## src/rtl/riscv_pkg.sv

```systemverilog
// Shared RV32I definitions: opcode classes, next-PC select encodings and
// the multi-cycle controller state type.
// Optional build macro: CTRL_TRAP_EN (adds the TRAP state).
package riscv_pkg;

  localparam logic [6:0] OP_LUI    = 7'b0110111;
  localparam logic [6:0] OP_AUIPC  = 7'b0010111;
  localparam logic [6:0] OP_JAL    = 7'b1101111;
  localparam logic [6:0] OP_JALR   = 7'b1100111;
  localparam logic [6:0] OP_BRANCH = 7'b1100011;
  localparam logic [6:0] OP_LOAD   = 7'b0000011;
  localparam logic [6:0] OP_STORE  = 7'b0100011;
  localparam logic [6:0] OP_IMM    = 7'b0010011;
  localparam logic [6:0] OP_REG    = 7'b0110011;

  localparam logic [1:0] PC_SEL_PLUS4 = 2'd0;
  localparam logic [1:0] PC_SEL_IMM   = 2'd1;
  localparam logic [1:0] PC_SEL_ALU   = 2'd2;

  typedef enum logic [2:0] {
    ST_IDLE   = 3'd0,
    ST_FETCH  = 3'd1,
    ST_DECODE = 3'd2,
    ST_EXEC   = 3'd3,
    ST_MEM    = 3'd4,
    ST_WB     = 3'd5
`ifdef CTRL_TRAP_EN
    ,
    ST_TRAP   = 3'd6
`endif
  } ctrl_state_t;

endpackage

```

## src/rtl/multicycle_ctrl.sv

```systemverilog
// Multi-cycle control sequencer for the RV32I core: drives the shared memory
// port, IR load, PC update and register-file write, and counts retired
// instructions.
// Optional build macro: CTRL_TRAP_EN (illegal opcodes park the FSM in TRAP
// instead of executing as NOPs).
module multicycle_ctrl
  import riscv_pkg::*;
#(
  parameter int unsigned CNT_W = 32
) (
  input  logic             clk,
  input  logic             reset_n,
  input  logic [6:0]       opcode,
  input  logic             brc_taken,
  input  logic             mem_ready,
  output logic             mem_req,
  output logic             mem_we,
  output logic             mem_sel,
  output logic             ir_we,
  output logic             pc_we,
  output logic [1:0]       pc_sel,
  output logic             rf_we,
  output logic             trap,
  output logic [CNT_W-1:0] instret
);

  ctrl_state_t state, state_nxt;
  logic        retire;

  // State register; reset drops any in-flight memory request immediately.
  always_ff @(posedge clk or negedge reset_n) begin
    if (!reset_n) state <= ST_IDLE;
    else          state <= state_nxt;
  end

  // Next-state decode with Moore memory outputs and single-cycle strobes.
  always_comb begin
    state_nxt = state;
    mem_req   = 1'b0;
    mem_we    = 1'b0;
    mem_sel   = 1'b0;
    ir_we     = 1'b0;
    pc_we     = 1'b0;
    pc_sel    = PC_SEL_PLUS4;
    rf_we     = 1'b0;
    trap      = 1'b0;
    retire    = 1'b0;
    case (state)
      ST_IDLE: state_nxt = ST_FETCH;
      ST_FETCH: begin
        mem_req = 1'b1;
        if (mem_ready) begin
          ir_we     = 1'b1;
          state_nxt = ST_DECODE;
        end
      end
      ST_DECODE: state_nxt = ST_EXEC;
      ST_EXEC: begin
        case (opcode)
          OP_BRANCH: begin
            pc_we     = 1'b1;
            pc_sel    = brc_taken ? PC_SEL_IMM : PC_SEL_PLUS4;
            retire    = 1'b1;
            state_nxt = ST_FETCH;
          end
          OP_LOAD, OP_STORE: state_nxt = ST_MEM;
          OP_LUI, OP_AUIPC, OP_JAL, OP_JALR, OP_IMM, OP_REG:
            state_nxt = ST_WB;
          default: begin
`ifdef CTRL_TRAP_EN
            state_nxt = ST_TRAP;
`else
            pc_we     = 1'b1;
            retire    = 1'b1;
            state_nxt = ST_FETCH;
`endif
          end
        endcase
      end
      ST_MEM: begin
        mem_req = 1'b1;
        mem_sel = 1'b1;
        mem_we  = (opcode == OP_STORE);
        if (mem_ready) begin
          if (opcode == OP_STORE) begin
            pc_we     = 1'b1;
            retire    = 1'b1;
            state_nxt = ST_FETCH;
          end else begin
            state_nxt = ST_WB;
          end
        end
      end
      ST_WB: begin
        rf_we     = 1'b1;
        pc_we     = 1'b1;
        retire    = 1'b1;
        state_nxt = ST_FETCH;
        if (opcode == OP_JAL)       pc_sel = PC_SEL_IMM;
        else if (opcode == OP_JALR) pc_sel = PC_SEL_ALU;
      end
`ifdef CTRL_TRAP_EN
      ST_TRAP: trap = 1'b1;
`endif
      default: state_nxt = ST_IDLE;
    endcase
  end

  // Retired-instruction counter; wraps silently.
  always_ff @(posedge clk or negedge reset_n) begin
    if (!reset_n)    instret <= '0;
    else if (retire) instret <= instret + CNT_W'(1);
  end

endmodule

```

## config.mk

```make
export PLATFORM = sky130hd
export DESIGN_NAME = multicycle_ctrl
export DESIGN_NICKNAME = d
export VERILOG_FILES = /design/src/rtl/riscv_pkg.sv /design/src/rtl/multicycle_ctrl.sv
export SDC_FILE = /design/constraint.sdc
export NUM_CORES = 1
export LEC_CHECK = 0
export BUFFER_PORTS_ARGS = -buffer_cell sky130_fd_sc_hd__buf_2
export CORE_ASPECT_RATIO = 1.5
export CORE_UTILIZATION = 50
export CTS_CLUSTER_SIZE = 25
export DETAILED_ROUTE_END_ITERATION = 12
export GPL_TIMING_DRIVEN = 1
export HOLD_SLACK_MARGIN = 0.02
export PLACE_DENSITY = 0.78
export SYNTH_ARGS = -nofsm -noshare
export SYNTH_HDL_FRONTEND = slang
export SYNTH_SLANG_ARGS = --single-unit
```

## constraint.sdc

```tcl
create_clock -name clk -period 2.4 [get_ports clk]
set_input_delay 0.24 -clock clk [delete_from_list [all_inputs] [get_ports clk]]
set_output_delay 0.24 -clock clk [all_outputs]
set_load 0.005 [all_outputs]
```

==> out/results.tsv <==
metric	value	unit
dp_worst_setup_slack	0.5898	ns
drc	0	
fmax	505.4	MHz
post_cts_resized	0	
rr_startpoint	instret[0]	
synthTopCellsByArea	dfrtp_1 50%, xnor2_1 16%, nand4_1 5.7%	
cts_tree	yes	
crit_type	reg -> out	
grt_pass1_vias	1337	
seq_area_frac_synth	50.00	%
drtPass1Iterations	4	
worst_slack	0.4214	ns
crit_buf_inv	2	
netlist_area	1752	sq um
finalHoldViolCount	0	
critPathTopFamily	buffers and inverters	
cp_max_fo	33	
cts_setup_buffers	0	
start_util	51.78	%
io_pins	52	
fp-row-count	26	
total_power	1.623	mW
grt_overflow	0	
worst_slew_pin_slew	0.7362	ns
finalCriticalPeriod	1.979	ns
status	finished, final reports clean	
cp.required	2.16	ns
routed_wl	3538	um
ctsHoldBuffers	0	
synth_nets	177	
cts.sinks	35	
synth_top_cell_by_area	dfrtp_1	
ir_worst_vdd	0.6235	mV
hpwl	2443	um
vias	1419	
synthTopCellsByCount	35 x dfrtp_1, 31 x xnor2_1, 16 x nand4_1	
drv_cap	0	
cts_root_buffer	clkbuf_8	
critPathSlowestCell	dfrtp_1	
crit_start	state[1]	
fin_nets	227	
wl_per_cell	13.71	um
grt_pass1_wl	5906	um
hold_path_class	in -> async	
fill_cells	307	
synth.avg_cell_area	10.62	sq um
clock_latency	0.29	ns
report.final.slew_viol_count	0	
synth_edf_count	0	
die_h	74.49	um
grtUsageTotal	21.19	%
rsz0062_at_grt	false	
setup_viol	0	
end_kind	primary output	
slowest_delay	0.45	ns
cp-start-kind	flip-flop	
io_buffers	50	
hold_slack	0.003592	ns
viasPerCell	5.500	
clockBufferDepth	2	
cp_cell_sequence	nor2b_1 -> nand2_1 -> o22ai_2 -> buf_4 -> buf_2	
path_clk_slew	0.08	ns
gp_congestion	0.7553	
async_reset_ff_share	100.0	%
ys.flop_type	dfrtp_1	
leakage	1.064	nW
die_area	3749	sq um
area_growth	21.64	%
relSlewSlack	50.92	%
cts.htree.levels	2	
cts-buffers-inserted	5	
core-area	3383	sq um
fin_crit_sh	82.44	%
drt_iter0_markers	36	
reg2reg_slack	0.60	ns
synth_top_area_share	50.00	%
ys_ff_latch	35	
drive_gt1_share	30.09	%
arrival	1.74	ns
synth_cells	165	
num_antenna_cells	0	
yosysMostFrequentCell	dfrtp_1	
setup_tns	0	ns
grt_start_max_net_pins	36	
fp.dieW	50.33	um
skew	0.01141	ns
p_per_area	761.6	nW/um^2
antenna_found_initial	0	
r2r-end	instret[24]	
yosysWarnings	0	
ff2ff_path_depth	6	
ys_types	36	
drtAntennaViolNets	0	
## registers in the layout, indices dropped and copies added, names as in the netlist
signal / count
instret: 32
state: 3
## where the power goes
part | total [mW] | leakage [nW] | internal (mW) | switching, mW
registers | 0.738 | 0.474 | 0.653 | 0.0855
logic | 0.356 | 0.531 | 0.165 | 0.191
clock network | 0.528 | 0.0581 | 0.309 | 0.219
total | 1.62 | 1.06 | 1.13 | 0.496
## worst reg2reg max path, cell delays in order, from the launching register on
cell     delay [ns]
dfrtp_1        0.39
ha_1           0.22
nand2_1        0.07
nor2_1         0.22
and4_1         0.47
nand4_1        0.18
xnor2_1        0.16
## final cells by class
cell class	count	area (sq um)	share of cell area, %
clock buffers	5	68.82	3.230
clock inverters	3	43.79	2.055
flip-flops and latches	35	875.8	41.10
repair buffers	51	257.7	12.10
well taps	42	52.55	2.466
inverters	2	7.507	0.3523
multi-input cells	120	824.5	38.70
## metal layers
layer | wire length [um] | global-route usage (%) | vias up
met5 | 0 | 0 | -
met4 | 70 | 10.19 | 0
met3 | 182 | 4.703 | 9
met2 | 1795 | 36.44 | 54
met1 | 1490 | 25.00 | 677
li1 | - | - | 679
## worst max-delay path by stage
stage | to | cells after the start
floorplan | instret[27] | 7
global placement | instret[31] | 6
detailed placement | instret[30] | 6
CTS | pc_we | 5
global route | pc_we | 5
finish | pc_we | 5
## layout by cell type (no fill, tap or decap), drive strengths merged, types with 5 or more instances in the layout
master  netlist  layout
and3         12      12
buf           7      51
clkbuf        1       5
dfrtp        35      35
nand2         9       9
nand3        13      13
nand4        16      16
nor2          7       7
xnor2        31      31
## through the flow
step,std cells,util (%),cell area (sq um)
after floorplan,165,-,1752
after global placement,250,59.65,2018
after detailed placement,250,59.65,2018
after CTS,258,62.98,2131
after global routing,258,62.98,2131
final,258,62.98,2131
## logic make-up after synthesis
family | after synthesis | share of synthesized area, %
AO/OA/AOI/OAI | 10 | 3.786
XOR/XNOR | 32 | 16.00
adder cells (fa/ha/maj) | 1 | 0.7142
buffers and inverters | 10 | 2.928
flip-flops | 35 | 50.00
multiplexers | 1 | 0.6428
other | 1 | 0.2141
AND/OR/NAND/NOR | 75 | 25.72
No activity file was read; power rests on OpenSTA's default activity.
